**src/rtl/hsaf_adapt_sched.sv**
```systemverilog
`default_nettype none
// hsaf_adapt_sched: slot scheduler, LAT-deep tag pipeline, phase FSM and windowed |error| convergence monitor.
// Build option HSAF_AUTO_FREEZE_EN: a converged TRACK phase freezes adaptation without freeze_req.
module hsaf_adapt_sched #(
  parameter int WIDTH   = 16,
  parameter int LAT     = 10,
  parameter int N_TRAIN = 4096,
  parameter int WIN_LOG = 8,
  parameter int ERR_THR = 16
) (
  input  logic             clk,
  input  logic             reset,
  input  logic             start,
  input  logic             stop,
  input  logic             freeze_req,
  input  logic             s_valid,
  output logic             s_ready,
  input  logic [WIDTH-1:0] s_signal,
  input  logic [WIDTH-1:0] s_desired,
  output logic [WIDTH-1:0] dp_signal_in,
  output logic [WIDTH-1:0] dp_desired_in,
  output logic             dp_adapt_en,
  input  logic [WIDTH-1:0] dp_filter_out_d,
  input  logic [WIDTH-1:0] dp_error_d,
  output logic             m_valid,
  output logic [WIDTH-1:0] m_filter_out,
  output logic [WIDTH-1:0] m_error,
  output logic [2:0]       state,
  output logic             converged
);
  typedef enum logic [2:0] {
    S_IDLE   = 3'd0,
    S_FILL   = 3'd1,
    S_TRAIN  = 3'd2,
    S_TRACK  = 3'd3,
    S_FREEZE = 3'd4,
    S_DRAIN  = 3'd5
  } state_t;

  localparam int CW = $clog2(N_TRAIN + 1);
  localparam int AW = WIDTH + WIN_LOG;

  state_t             state_q, state_d;
  logic [LAT:1]       tag_q;
  logic [WIDTH-1:0]   sig_q, des_q, mfo_q, merr_q;
  logic               mval_q;
  logic [CW-1:0]      cnt_q, cnt_d, cnt_inc;
  logic [AW-1:0]      acc_q, acc_d, acc_sum;
  logic [WIN_LOG-1:0] wcnt_q, wcnt_d;
  logic               conv_q, conv_d;
  logic               dfrz_q, dfrz_d;
  logic               accept, tag_lat, running, monitor, auto_frz;
  logic [WIDTH-1:0]   abs_e;

`ifdef HSAF_AUTO_FREEZE_EN
  assign auto_frz = conv_q;
`else
  assign auto_frz = 1'b0;
`endif

  assign running = state_q inside {S_FILL, S_TRAIN, S_TRACK, S_FREEZE};
  assign s_ready = running;
  assign accept  = s_valid && s_ready;
  assign tag_lat = tag_q[LAT];
  assign monitor = mval_q && (state_q inside {S_TRAIN, S_TRACK, S_FREEZE});

  // FILL with a slot at tag[LAT] is already the first TRAIN slot, so it adapts.
  assign dp_adapt_en = tag_lat &&
                       ((state_q inside {S_FILL, S_TRAIN, S_TRACK}) ||
                        (state_q == S_DRAIN && !dfrz_q));

  always_comb begin
    abs_e = merr_q;
    if (merr_q[WIDTH-1]) begin
      if (merr_q == {1'b1, {(WIDTH-1){1'b0}}}) abs_e = {1'b0, {(WIDTH-1){1'b1}}};
      else                                      abs_e = -merr_q;
    end
  end

  assign acc_sum = acc_q + AW'(abs_e);

  always_comb begin
    state_d = state_q;
    cnt_d   = cnt_q;
    dfrz_d  = dfrz_q;
    acc_d   = acc_q;
    wcnt_d  = wcnt_q;
    conv_d  = conv_q;
    cnt_inc = cnt_q + CW'(1);
    case (state_q)
      S_IDLE: begin
        if (start) begin
          state_d = S_FILL;
          cnt_d   = '0;
          acc_d   = '0;
          wcnt_d  = '0;
          conv_d  = 1'b0;
        end
      end
      S_FILL, S_TRAIN: begin
        // A freeze request raised during training takes effect as training ends.
        if (tag_lat) begin
          cnt_d = cnt_inc;
          if (cnt_inc == CW'(N_TRAIN)) state_d = freeze_req ? S_FREEZE : S_TRACK;
          else                         state_d = S_TRAIN;
        end
      end
      S_TRACK:  if (freeze_req || auto_frz)   state_d = S_FREEZE;
      S_FREEZE: if (!freeze_req && !auto_frz) state_d = S_TRACK;
      S_DRAIN:  if (tag_q == '0)              state_d = S_IDLE;
      default:  state_d = S_IDLE;
    endcase
    if (stop && running) begin
      state_d = S_DRAIN;
      dfrz_d  = (state_q == S_FREEZE);
    end
    if (monitor) begin
      wcnt_d = wcnt_q + WIN_LOG'(1);
      if (&wcnt_q) begin
        conv_d = (acc_sum >> WIN_LOG) < AW'(ERR_THR);
        acc_d  = '0;
      end else begin
        acc_d  = acc_sum;
      end
    end
  end

  always_ff @(posedge clk or negedge reset) begin
    if (!reset) begin
      state_q <= S_IDLE;
      tag_q   <= '0;
      sig_q   <= '0;
      des_q   <= '0;
      mval_q  <= 1'b0;
      mfo_q   <= '0;
      merr_q  <= '0;
      cnt_q   <= '0;
      acc_q   <= '0;
      wcnt_q  <= '0;
      conv_q  <= 1'b0;
      dfrz_q  <= 1'b0;
    end else begin
      state_q <= state_d;
      tag_q   <= (tag_q << 1) | LAT'(accept);
      sig_q   <= accept ? s_signal  : '0;
      des_q   <= accept ? s_desired : '0;
      mval_q  <= tag_lat;
      if (tag_lat) begin
        mfo_q  <= dp_filter_out_d;
        merr_q <= dp_error_d;
      end
      cnt_q   <= cnt_d;
      acc_q   <= acc_d;
      wcnt_q  <= wcnt_d;
      conv_q  <= conv_d;
      dfrz_q  <= dfrz_d;
    end
  end

  assign dp_signal_in  = sig_q;
  assign dp_desired_in = des_q;
  assign m_valid       = mval_q;
  assign m_filter_out  = mfo_q;
  assign m_error       = merr_q;
  assign state         = state_q;
  assign converged     = conv_q;

endmodule
`default_nettype wire

```
**config.mk**
```make
export PLATFORM = sky130hd
export DESIGN_NAME = hsaf_adapt_sched
export DESIGN_NICKNAME = d
export VERILOG_FILES = /design/src/rtl/hsaf_adapt_sched.sv
export SDC_FILE = /design/constraint.sdc
export NUM_CORES = 1
export LEC_CHECK = 0
export ABC_AREA = 1
export CAP_MARGIN = 10
export CORE_MARGIN = 4
export CORE_UTILIZATION = 52
export DETAILED_ROUTE_END_ITERATION = 10
export HOLD_SLACK_MARGIN = 0.12
export PLACE_DENSITY_LB_ADDON = 0.1
export SETUP_SLACK_MARGIN = 0.15
export SYNTH_ARGS = -nofsm -noshare
export SYNTH_HDL_FRONTEND = slang
export SYNTH_SLANG_ARGS = --single-unit
```
**constraint.sdc**
```tcl
create_clock -name clk -period 4.5 [get_ports clk]
set_clock_uncertainty 0.2 [all_clocks]
set_input_delay 1.35 -clock clk [delete_from_list [all_inputs] [get_ports clk]]
set_output_delay 1.35 -clock clk [all_outputs]
set_load 0.02 [all_outputs]
```
==> flow_metrics.tcl, run 1 <==
set metrics [dict create \
    placed_cell_area_um2 8516 \
    period_needed_ns 3.803 \
    row_count 41 \
    relSlewSlack 0.3248 \
    syn_to_final_growth_pct 30.63 \
    start_util 0.5400 \
    diodes 0 \
    synth_top_family_by_area "simple AND/OR/NAND/NOR gates" \
    p_switching_mw 2.934 \
    fmax_mhz 262.9 \
    gp_congestion 0.9406 \
    synth_xor_area_frac 0.01854 \
    numCtsBuffers 17 \
    worstSetupPathType "reg -> reg" \
    drtPass1Iterations 10 \
    reg2reg_to "converged" \
    tightest_slew_ns 1.010 \
    synth_compound_area_frac 0.07954 \
    grt.overflow.total 0 \
    coreArea_um2 12880 \
    hold_end "tag_q[3]" \
    cp.required_ns 4.62 \
    synthAdderAreaFrac 0.04247 \
    worstReg2RegStart "m_error[0]" \
    hold_viol 0 \
    worstHoldStart "tag_q[2]" \
    grt_pass1_wl_um 28970 \
    cts-htree-levels 4 \
    p_comb_frac 0.508 \
    dp_hpwl_um 12920 \
    antenna_found_initial 0 \
    first_iter_violations 484 \
    yosys_warnings 0 \
    rr_worst_depth 25 \
    outcome "complete, but fails checks" \
    cp_slowest_cell "dfrtp_1" \
    vias_per_cell 5.122 \
    period_share 0.8452 \
    crit_path_start_kind "flip-flop" \
    wire_per_inst_um 14.00 \
    synth.avg_cell_area_um2 7.436 \
    die_h_um 123.6 \
    netlist_instances 935 \
    clock_path_buffers 2 \
    crit_top_cell "nand2_1" \
    min_path_cells 0 \
    drc_errors 2 \
    path_clk_slew_ns 0.06 \
    power.internal_mw 3.582 \
    port_buffers 140 \
    dp_cells 1233 \
    power_frac_seq 0.288 \
    switching_share 0.4503 \
    reg2reg_setup_slack_ns 0.70 \
    yosys.area_share.simple 0.3072 \
    cellPowerDensity_nw_per_um2 717.4 \
    slowest_delay_ns 0.39 \
    endpoint_kind "flip-flop" \
    drive_gt1_frac 0.05947 \
    syn_nets 1028 \
    ys_seq_area_frac 0.4499 \
    netlist_area_um2 6953 \
    finalSetupViolations 0 \
    num_vias 6479 \
    finish.instance_area_um2 9082 \
    pre_cts_ws_ns 0.7064 \
    slew_violations 0 \
    cap_violations 0 \
    hold_path.class "reg -> reg" \
    final_nets 1173 \
    clock-root-buffer "clkbuf_16" \
    drt-total-wl_um 17710 \
    setup-tns-final_ns 0 \
    die_w_um 123.6 \
    muxShareOfSynthArea 0 \
    ys_ff_latch 125 \
    drt.antenna.violating_nets 0 \
    grt_util_all_layers 0.2426 \
    fin_cells 1265 \
    crit_fanout 14 \
    postCtsHoldBufs 0 \
    ir_drop_v 0.0004281 \
    post_cts_resize_count 0 \
    grt_start_max_net_pins 59 \
    cts_tree "yes" \
    fp.dieArea_um2 15290 \
    grt_setup_unrepaired "false" \
    grt_pass1_vias 6267 \
    numClockSinks 125 \
    setup_ws_ns 0.6968 \
    yosysUniqueCellTypes 39 \
    violations "DRC" \
    clkPwrFrac 0.204 \
    io_pins 141 \
    worstPathArrival_ns 3.92 \
    clk_latency_ns 0.42 \
    p_leak_nw 4.730 \
    post_cts_buffers 0 \
]
==> how the worst max path moves through the flow <==
stage,startpoint,to,slack (ns),cells past startpoint
after CTS,m_error[0],converged,0.70,25
final,m_error[0],converged,0.70,25
after global routing,m_error[0],converged,0.28,24
after floorplan,m_error[0],converged,1.08,26
after global placement,m_error[0],converged,0.82,23
after detailed placement,m_error[0],converged,0.71,25
==> metrics by stage <==
| stage | utilization | hold WS [ns] | power, mW |
|---|---|---|---|
| global placement | 0.6614 | 0.1580 | 5.111 |
| CTS | 0.7054 | 0.1757 | 6.524 |
| finish | 0.7054 | 0.1758 | 6.515 |
| floorplan | - | 0.1519 | 4.027 |
| detailed placement | 0.6614 | 0.1618 | 5.151 |
| global route | 0.7054 | 0.1931 | 7.027 |
==> layout make-up <==
class	count	area (um2)
Sequential cell	125	3128
Multi-Input combinational cell	629	3113
Clock buffer	21	460.4
Clock inverter	11	106.4
Tap cell	172	215.2
Inverter	162	610.6
Timing Repair Buffer	145	1449
Fill cell	1022	3794
==> layout by cell type (no fill, tap or decap), types with 2 or more instances in the layout <==
master / n
a21oi_1: 18
a22o_1: 5
a31oi_1: 2
a32o_1: 4
and2_1: 2
buf_4: 5
clkbuf_1: 2
clkbuf_16: 17
clkbuf_8: 2
clkdlybuf4s50_1: 139
clkinv_2: 2
clkinvlp_4: 3
dfrtp_1: 125
ha_1: 22
inv_1: 155
inv_2: 5
inv_6: 5
nand2_1: 287
nand2_2: 5
nand3_1: 66
nand3_2: 2
nand3b_1: 4
nand4_1: 19
nor2_1: 88
nor2_2: 3
nor2_4: 3
nor3_1: 12
nor3_4: 2
o21ai_0: 35
o21ai_1: 9
o21bai_1: 2
o22ai_1: 17
or2_2: 3
xnor2_1: 3
xor2_1: 8
xor2_2: 2
==> critical path: cells and delay by family (launching register included) <==
kind	cells	cell delay (ns)
DFF	1	0.39
adders and majority gates	3	0.80
and+or+nand+nor	19	2.04
buffers and inverters	3	0.27
==> state kept, by name, indices dropped and copies added (netlist names) <==
name           flops
acc_q             24
cnt_q             13
converged          1
dfrz_q             1
dp_desired_in     16
dp_signal_in      16
m_error           16
m_filter_out      16
m_valid            1
state              3
tag_q             10
wcnt_q             8
==> power groups by stage <==
stage               registers [mW]  logic, mW  clock network, mW
CTS                           1.87       3.30               1.35
detailed placement            1.88       3.27                  0
global route                  1.94       3.69               1.40
floorplan                     2.09       1.94                  0
global placement              1.87       3.24                  0
finish                        1.88       3.31               1.33
==> cells by family (layout without fill, tap and decap cells) <==
family,count (synthesis),count (layout)
AO/OA/AOI/OAI,95,95
AND/OR/NAND/NOR,498,498
flip-flops,125,125
buffers and inverters,181,339
XOR/XNOR,13,13
adder cells (fa/ha/maj),23,23
==> synthesized netlist by cell type (all sizes together) <==
cell,number,share of area
ha,22,0.040
nor2,94,0.055
nand4,19,0.017
a211oi,1,0.0011
o21bai,2,0.0022
nand2,293,0.16
nand3b,4,0.0043
xnor2,3,0.0038
xor2,10,0.015
nand3,68,0.050
nor3,15,0.015
buf,9,0.0092
a21oi,18,0.013
dfrtp,125,0.45
a22o,5,0.0063
clkbuf,10,0.0054
or2,3,0.0027
fa,1,0.0029
and2,2,0.0018
inv,161,0.087
a32o,4,0.0058
o22ai,17,0.015
o21ai,45,0.033
clkinv,1,0.00054
a31oi,2,0.0018
o32ai,1,0.0013
==> layer usage <==
layer	vias to the layer above	routed length, um	global-route usage
met5	-	0	0
met4	0	491	0.1038
met3	45	1532	0.09446
met2	218	8367	0.3968
met1	2984	7320	0.2844
li1	3232	-	-
No activity file was read; power rests on OpenSTA's default activity.
==> run 2, diff against run 1 <==
CORE_UTILIZATION = 47   (was 52)
clock period = 3.1 ns   (was 4.5 ns; I/O delays follow)
==> run 2 against run 1 <==
The run ends with DRC, setup timing left. First-iteration DRC count up 12%. Non-clock buffer count is 83 higher. Core utilization is 1.5 points higher. Clock power up 47%. Sequential share of layout area decreased by 4.5 points. Die area rose by 9.9%. Global-route usage down 0.43 points. Critical path type unchanged.
==> flow_metrics.tcl, run 2 (synthesis results as in run 1) <==
set metrics [dict create \
    outcome "complete, but fails checks" \
    violations "DRC, setup timing" \
    ir_drop_v 0.0007162 \
    rr_worst_depth 24 \
    num_vias 6892 \
    grtUsageMet3 0.07585 \
    relSlewSlack 0.6029 \
    cts_tree "yes" \
    hold_path.class "reg -> reg" \
    slowest_delay_ns 0.42 \
    p_comb_frac 0.599 \
    vias_per_cell 5.068 \
    path_clk_slew_ns 0.06 \
    busiest_layer "met2" \
    switching_share 0.4454 \
    cp_slowest_cell "dfrtp_2" \
    grt.overflow.total 0 \
    postCtsHoldBufs 0 \
    finalSetupViolations 22 \
    endpoint_kind "flip-flop" \
    p_switching_mw 5.186 \
    setup_ws_ns -0.4075 \
    grt_util_all_layers 0.2384 \
    min_path_cells 0 \
    dp_hpwl_um 13760 \
    grt_pass1_wl_um 31870 \
    crit_fanout 6 \
    finish.instance_area_um2 10470 \
    grtUsageMet2 0.4125 \
    setup-tns-final_ns -5.012 \
    worstPathArrival_ns 3.66 \
    final_nets 1256 \
    start_util 0.4784 \
    numClockSinks 125 \
    finalPower_mw 11.64 \
    port_buffers 140 \
    reg2reg_setup_slack_ns -0.41 \
    syn_to_final_growth_pct 50.58 \
    placed_cell_area_um2 9116 \
    antenna_found_initial 0 \
    drtPass1Iterations 10 \
    clock-root-buffer "clkbuf_16" \
    drt-total-wl_um 20230 \
    first_iter_violations 541 \
    clk_latency_ns 0.42 \
    grt_setup_unrepaired "true" \
    cellPowerDensity_nw_per_um2 1112 \
    die_h_um 129.6 \
    drt.antenna.violating_nets 0 \
    clkPwrFrac 0.168 \
    cap_violations 0 \
    power.internal_mw 6.458 \
    final_cell_mix "nand2_1 (236), inv_1 (140), clkdlybuf4s50_1 (137)" \
    cp_num_buf_inv 5 \
    path_depth 24 \
    period_needed_ns 3.508 \
    gp_congestion 0.8996 \
    io_pins 141 \
    period_share 1.131 \
    top_register "acc_q" \
    grt_pass1_vias 6770 \
    die_w_um 129.6 \
    gr-usage-met1 0.2851 \
    fp.dieArea_um2 16800 \
    crit_top_cell "nand3_2" \
    slew_violations 0 \
    diodes 0 \
    path_cells "inv_4 > ha_4 > nand4_1 > nor3_2 > nand3_2 > nor2_4 > nand3_2 > buf_6 > buf_6 > nand3b_1 > ha_4 > nand2_2 > inv_4 > nand2_1 > nand2_2 > inv_1 > nand3_1 > nand2_2 > nand3_2 > nor2_2 > nand3_2 > nor2_1 > nand2_1 > nand2_1" \
    fmax_mhz 285.1 \
    drive_gt1_frac 0.2457 \
    drc_errors 1 \
    final_common_cell "nand2_1" \
    clock_path_buffers 2 \
    pre_cts_ws_ns -0.4268 \
    grt_start_max_net_pins 52 \
    hold_viol 0 \
    p_leak_nw 5.293 \
    crit_path_start_kind "flip-flop" \
    wire_per_inst_um 14.88 \
    row_count 44 \
    cts-htree-levels 4 \
    tightest_slew_ns 0.5957 \
    largest_reg_flops 24 \
    cp.required_ns 3.26 \
    worstSetupPathType "reg -> reg" \
    cp_top_family "simple AND/OR/NAND/NOR gates" \
    power_frac_seq 0.233 \
    coreArea_um2 14530 \
    numCtsBuffers 17 \
]
## run 2: repair_timing
action,in CTS,in global routing
buffers inserted,20,5
pin swaps,22,33
gates resized for setup,68,92
endpoints found under the setup margin,25,25
gates cloned,0,0
## run 2: cell type report
class | count | area (um2)
Fill cell | 1130 | 4064
Multi-Input combinational cell | 629 | 3794
Sequential cell | 125 | 3132
Timing Repair Buffer | 228 | 2113
Inverter | 162 | 620.6
Clock buffer | 19 | 452.9
Tap cell | 184 | 230.2
Clock inverter | 13 | 127.6
## run 2: layer usage
layer  wire length (um)  share of wire
met1               7984           0.39
met4                383          0.019
met2              10500           0.52
met5                  0              0
met3               1364          0.067
## run 2: power by group through the flow
stage | Sequential, mW | Clock [mW] | Combinational, mW
6_report | 2.71 | 1.96 | 6.97
5_1_grt | 2.79 | 2.07 | 7.58
4_1_cts | 2.70 | 1.99 | 6.28
3_5_place_dp | 2.71 | 0 | 5.65
3_3_place_gp | 2.70 | 0 | 5.61
2_1_floorplan | 3.06 | 0 | 2.98
## run 2: final timing paths
path | from | end
setup reg to reg | m_error[0] | converged
hold reg to reg | tag_q[7] | tag_q[8]
max in group asynchronous | reset | cnt_q[11]
hold / removal | tag_q[7] | tag_q[8]
min in group asynchronous | reset | m_error[2]
setup / recovery | m_error[0] | converged
## run 2: metrics by stage
stage	hold WS, ns	util	std cells
after floorplan	0.1519	-	935
after global placement	0.1556	0.6272	1303
after detailed placement	0.1594	0.6272	1303
after CTS	0.1712	0.6928	1355
after global routing	0.1819	0.7204	1360
final	0.1714	0.7204	1360
==> patch (config.mk and constraints of run 1) <==
The output `dp_desired_in` loses its register stage (`des_q` becomes a continuous assignment).
--- a/src/rtl/hsaf_adapt_sched.sv
+++ b/src/rtl/hsaf_adapt_sched.sv
@@ -132,3 +132,2 @@
       sig_q   <= '0;
-      des_q   <= '0;
       mval_q  <= 1'b0;
@@ -145,3 +144,2 @@
       sig_q   <= accept ? s_signal  : '0;
-      des_q   <= accept ? s_desired : '0;
       mval_q  <= tag_lat;
@@ -159,2 +157,4 @@
 
+  assign des_q = accept ? s_desired : '0;
+
   assign dp_signal_in  = sig_q;
Check against the original RTL: not equivalent (Yosys sat finds a counterexample within 4 cycles, from zero or initial values and one cycle with reset low).
==> patch against run 1 <==
Wire length decreased by 10%; setup slack got worse by 0.18 ns; global-route usage decreased by 1.2 points; maximum frequency decreased by 4.5%; design area decreased by 6.9%; critical endpoint unchanged; synthesized area decreased by 7.1%; sequential power decreased by 9.6%; sequential cell count decreased by 16; final cell count decreased by 4.3%; total power decreased by 12%; largest power group unchanged; count of clock-buffer cells in the layout decreased by 12; via count decreased by 7.3%.
==> patch: results <==
{
  "met2_usage_pct": 41.9,
  "cts_hold_repair.buffers": 0,
  "synth-adder-area-share_pct": 4.57,
  "synthArstFlopShare_pct": 100,
  "clk_latency_ns": 0.36,
  "r2r_cells": 24,
  "synth_xor_xnor_area_share_pct": 1.76,
  "synth_cell_types": 40,
  "r2r-start": "m_error[0]$_DFFE_PN0P_",
  "min_to": "tag_q[3]$_DFF_PN0_",
  "met3_usage_pct": 6.27,
  "globalRouteMet1Util_pct": 26.6,
  "synthTopCellsByArea": "dfrtp_1 42%, nand2_1 16%, inv_1 8.0%",
  "nets": 1131,
  "routed.top_layer": "met4",
  "rrSetupSlack_ns": 0.52,
  "viasPerCell": 4.96,
  "avgSynthCellArea_um2": 7.22,
  "antenna_found_initial": 0,
  "synth_mux_area_share_pct": 0,
  "first_pass_iters": 4,
  "min_from": "tag_q[2]$_DFF_PN0_",
  "grt_pass1_wl_mm": 27.0,
  "cp_max_fo": 9,
  "arrival_ns": 4.08,
  "route.met2.wl_mm": 8.19,
  "worst_ir_drop_vdd_v": 0.000521,
  "clk_pin_slew_worst_paths_ns": 0.08,
  "wl_met1_mm": 6.49,
  "grt_pass1_vias": 5933,
  "gp_congestion": 0.904,
  "ys_top_cells_by_count": "281 x nand2_1, 137 x inv_1, 109 x dfrtp_1",
  "dp_hpwl_mm": 11.9,
  "crit_path_top_delay_cell": "dfrtp_1",
  "cts_made_buffers": 9,
  "layout-drive-gt1-share_pct": 6.42,
  "synth.net_count": 988,
  "synth.yosys.seq_area_share_pct": 42.2,
  "hold_path.class": "flip-flop to flip-flop",
  "io_buffers": 140,
  "worst_pin_slew_ns": 0.677,
  "dp_slack_ns": 0.160,
  "p_leak_nw": 4.55,
  "wl_met3_um": 914,
  "htree_levels": 3,
  "holdWs_ns": 0.180,
  "grt.total_usage_pct": 23.0,
  "slowest_delay_ns": 0.40,
  "status": "finished clean",
  "drt-total-wl_mm": 15.9,
  "synth-compound-area-share_pct": 8.29,
  "drtIter0Drc": 373,
  "top_register": "acc_q",
  "placedInstanceArea_um2": 8050,
  "num_vias": 6003
}
patch: changes by cell type after synthesis, moves of 4 or more:
| cell | before | now |
|---|---|---|
| nand3_1 | 66 | 57 |
| nor3_2 | 1 | 5 |
| inv_1 | 155 | 137 |
| nand2_2 | 5 | 9 |
| dfrtp_1 | 125 | 109 |
| nand4_1 | 19 | 14 |
| nand2_1 | 287 | 281 |
patch: cell type report:
class,count,area (µm²)
Multi-Input combinational cell,623,3110
Fill cell,1007,3600
Timing Repair Buffer,149,1530
Clock buffer,9,225
Tap cell,168,210
Clock inverter,7,101
Sequential cell,109,2730
Inverter,146,548
patch: power by group:
group	leakage, nW	total (W)	internal (W)	switching [W]
combinational	2.97	0.00318	0.00123	0.00195
clock	0.155	0.000856	0.000450	0.000406
sequential	1.43	0.00170	0.00138	0.000327
patch: worst max path at each step:
stage | cells past startpoint | slack, ns | from | end
floorplan | 25 | 0.93 | m_error[0]$_DFFE_PN0P_ | converged$_DFF_PN0_
global placement | 5 | 0.19 | s_valid | dp_desired_in[9]
detailed placement | 5 | 0.16 | s_valid | dp_desired_in[0]
CTS | 5 | 0.15 | s_valid | dp_desired_in[8]
global route | 24 | 0.06 | m_error[1]$_DFFE_PN0P_ | converged$_DFF_PN0_
finish | 24 | 0.52 | m_error[0]$_DFFE_PN0P_ | converged$_DFF_PN0_
patch: what timing repair did:
item	CTS	global route
gates resized for setup	0	17
buffers inserted	0	5
endpoints found under the setup margin	0	18
patch: critical path, delay by kind of cell, from the launching register on:
kind / cells / cell delay (ns)
DFF: 1 / 0.40
xor gates and xnor gates: 1 / 0.21
buffers and inverters: 4 / 0.32
and+or+nand+nor: 16 / 2.05
adders and majority gates: 3 / 0.75
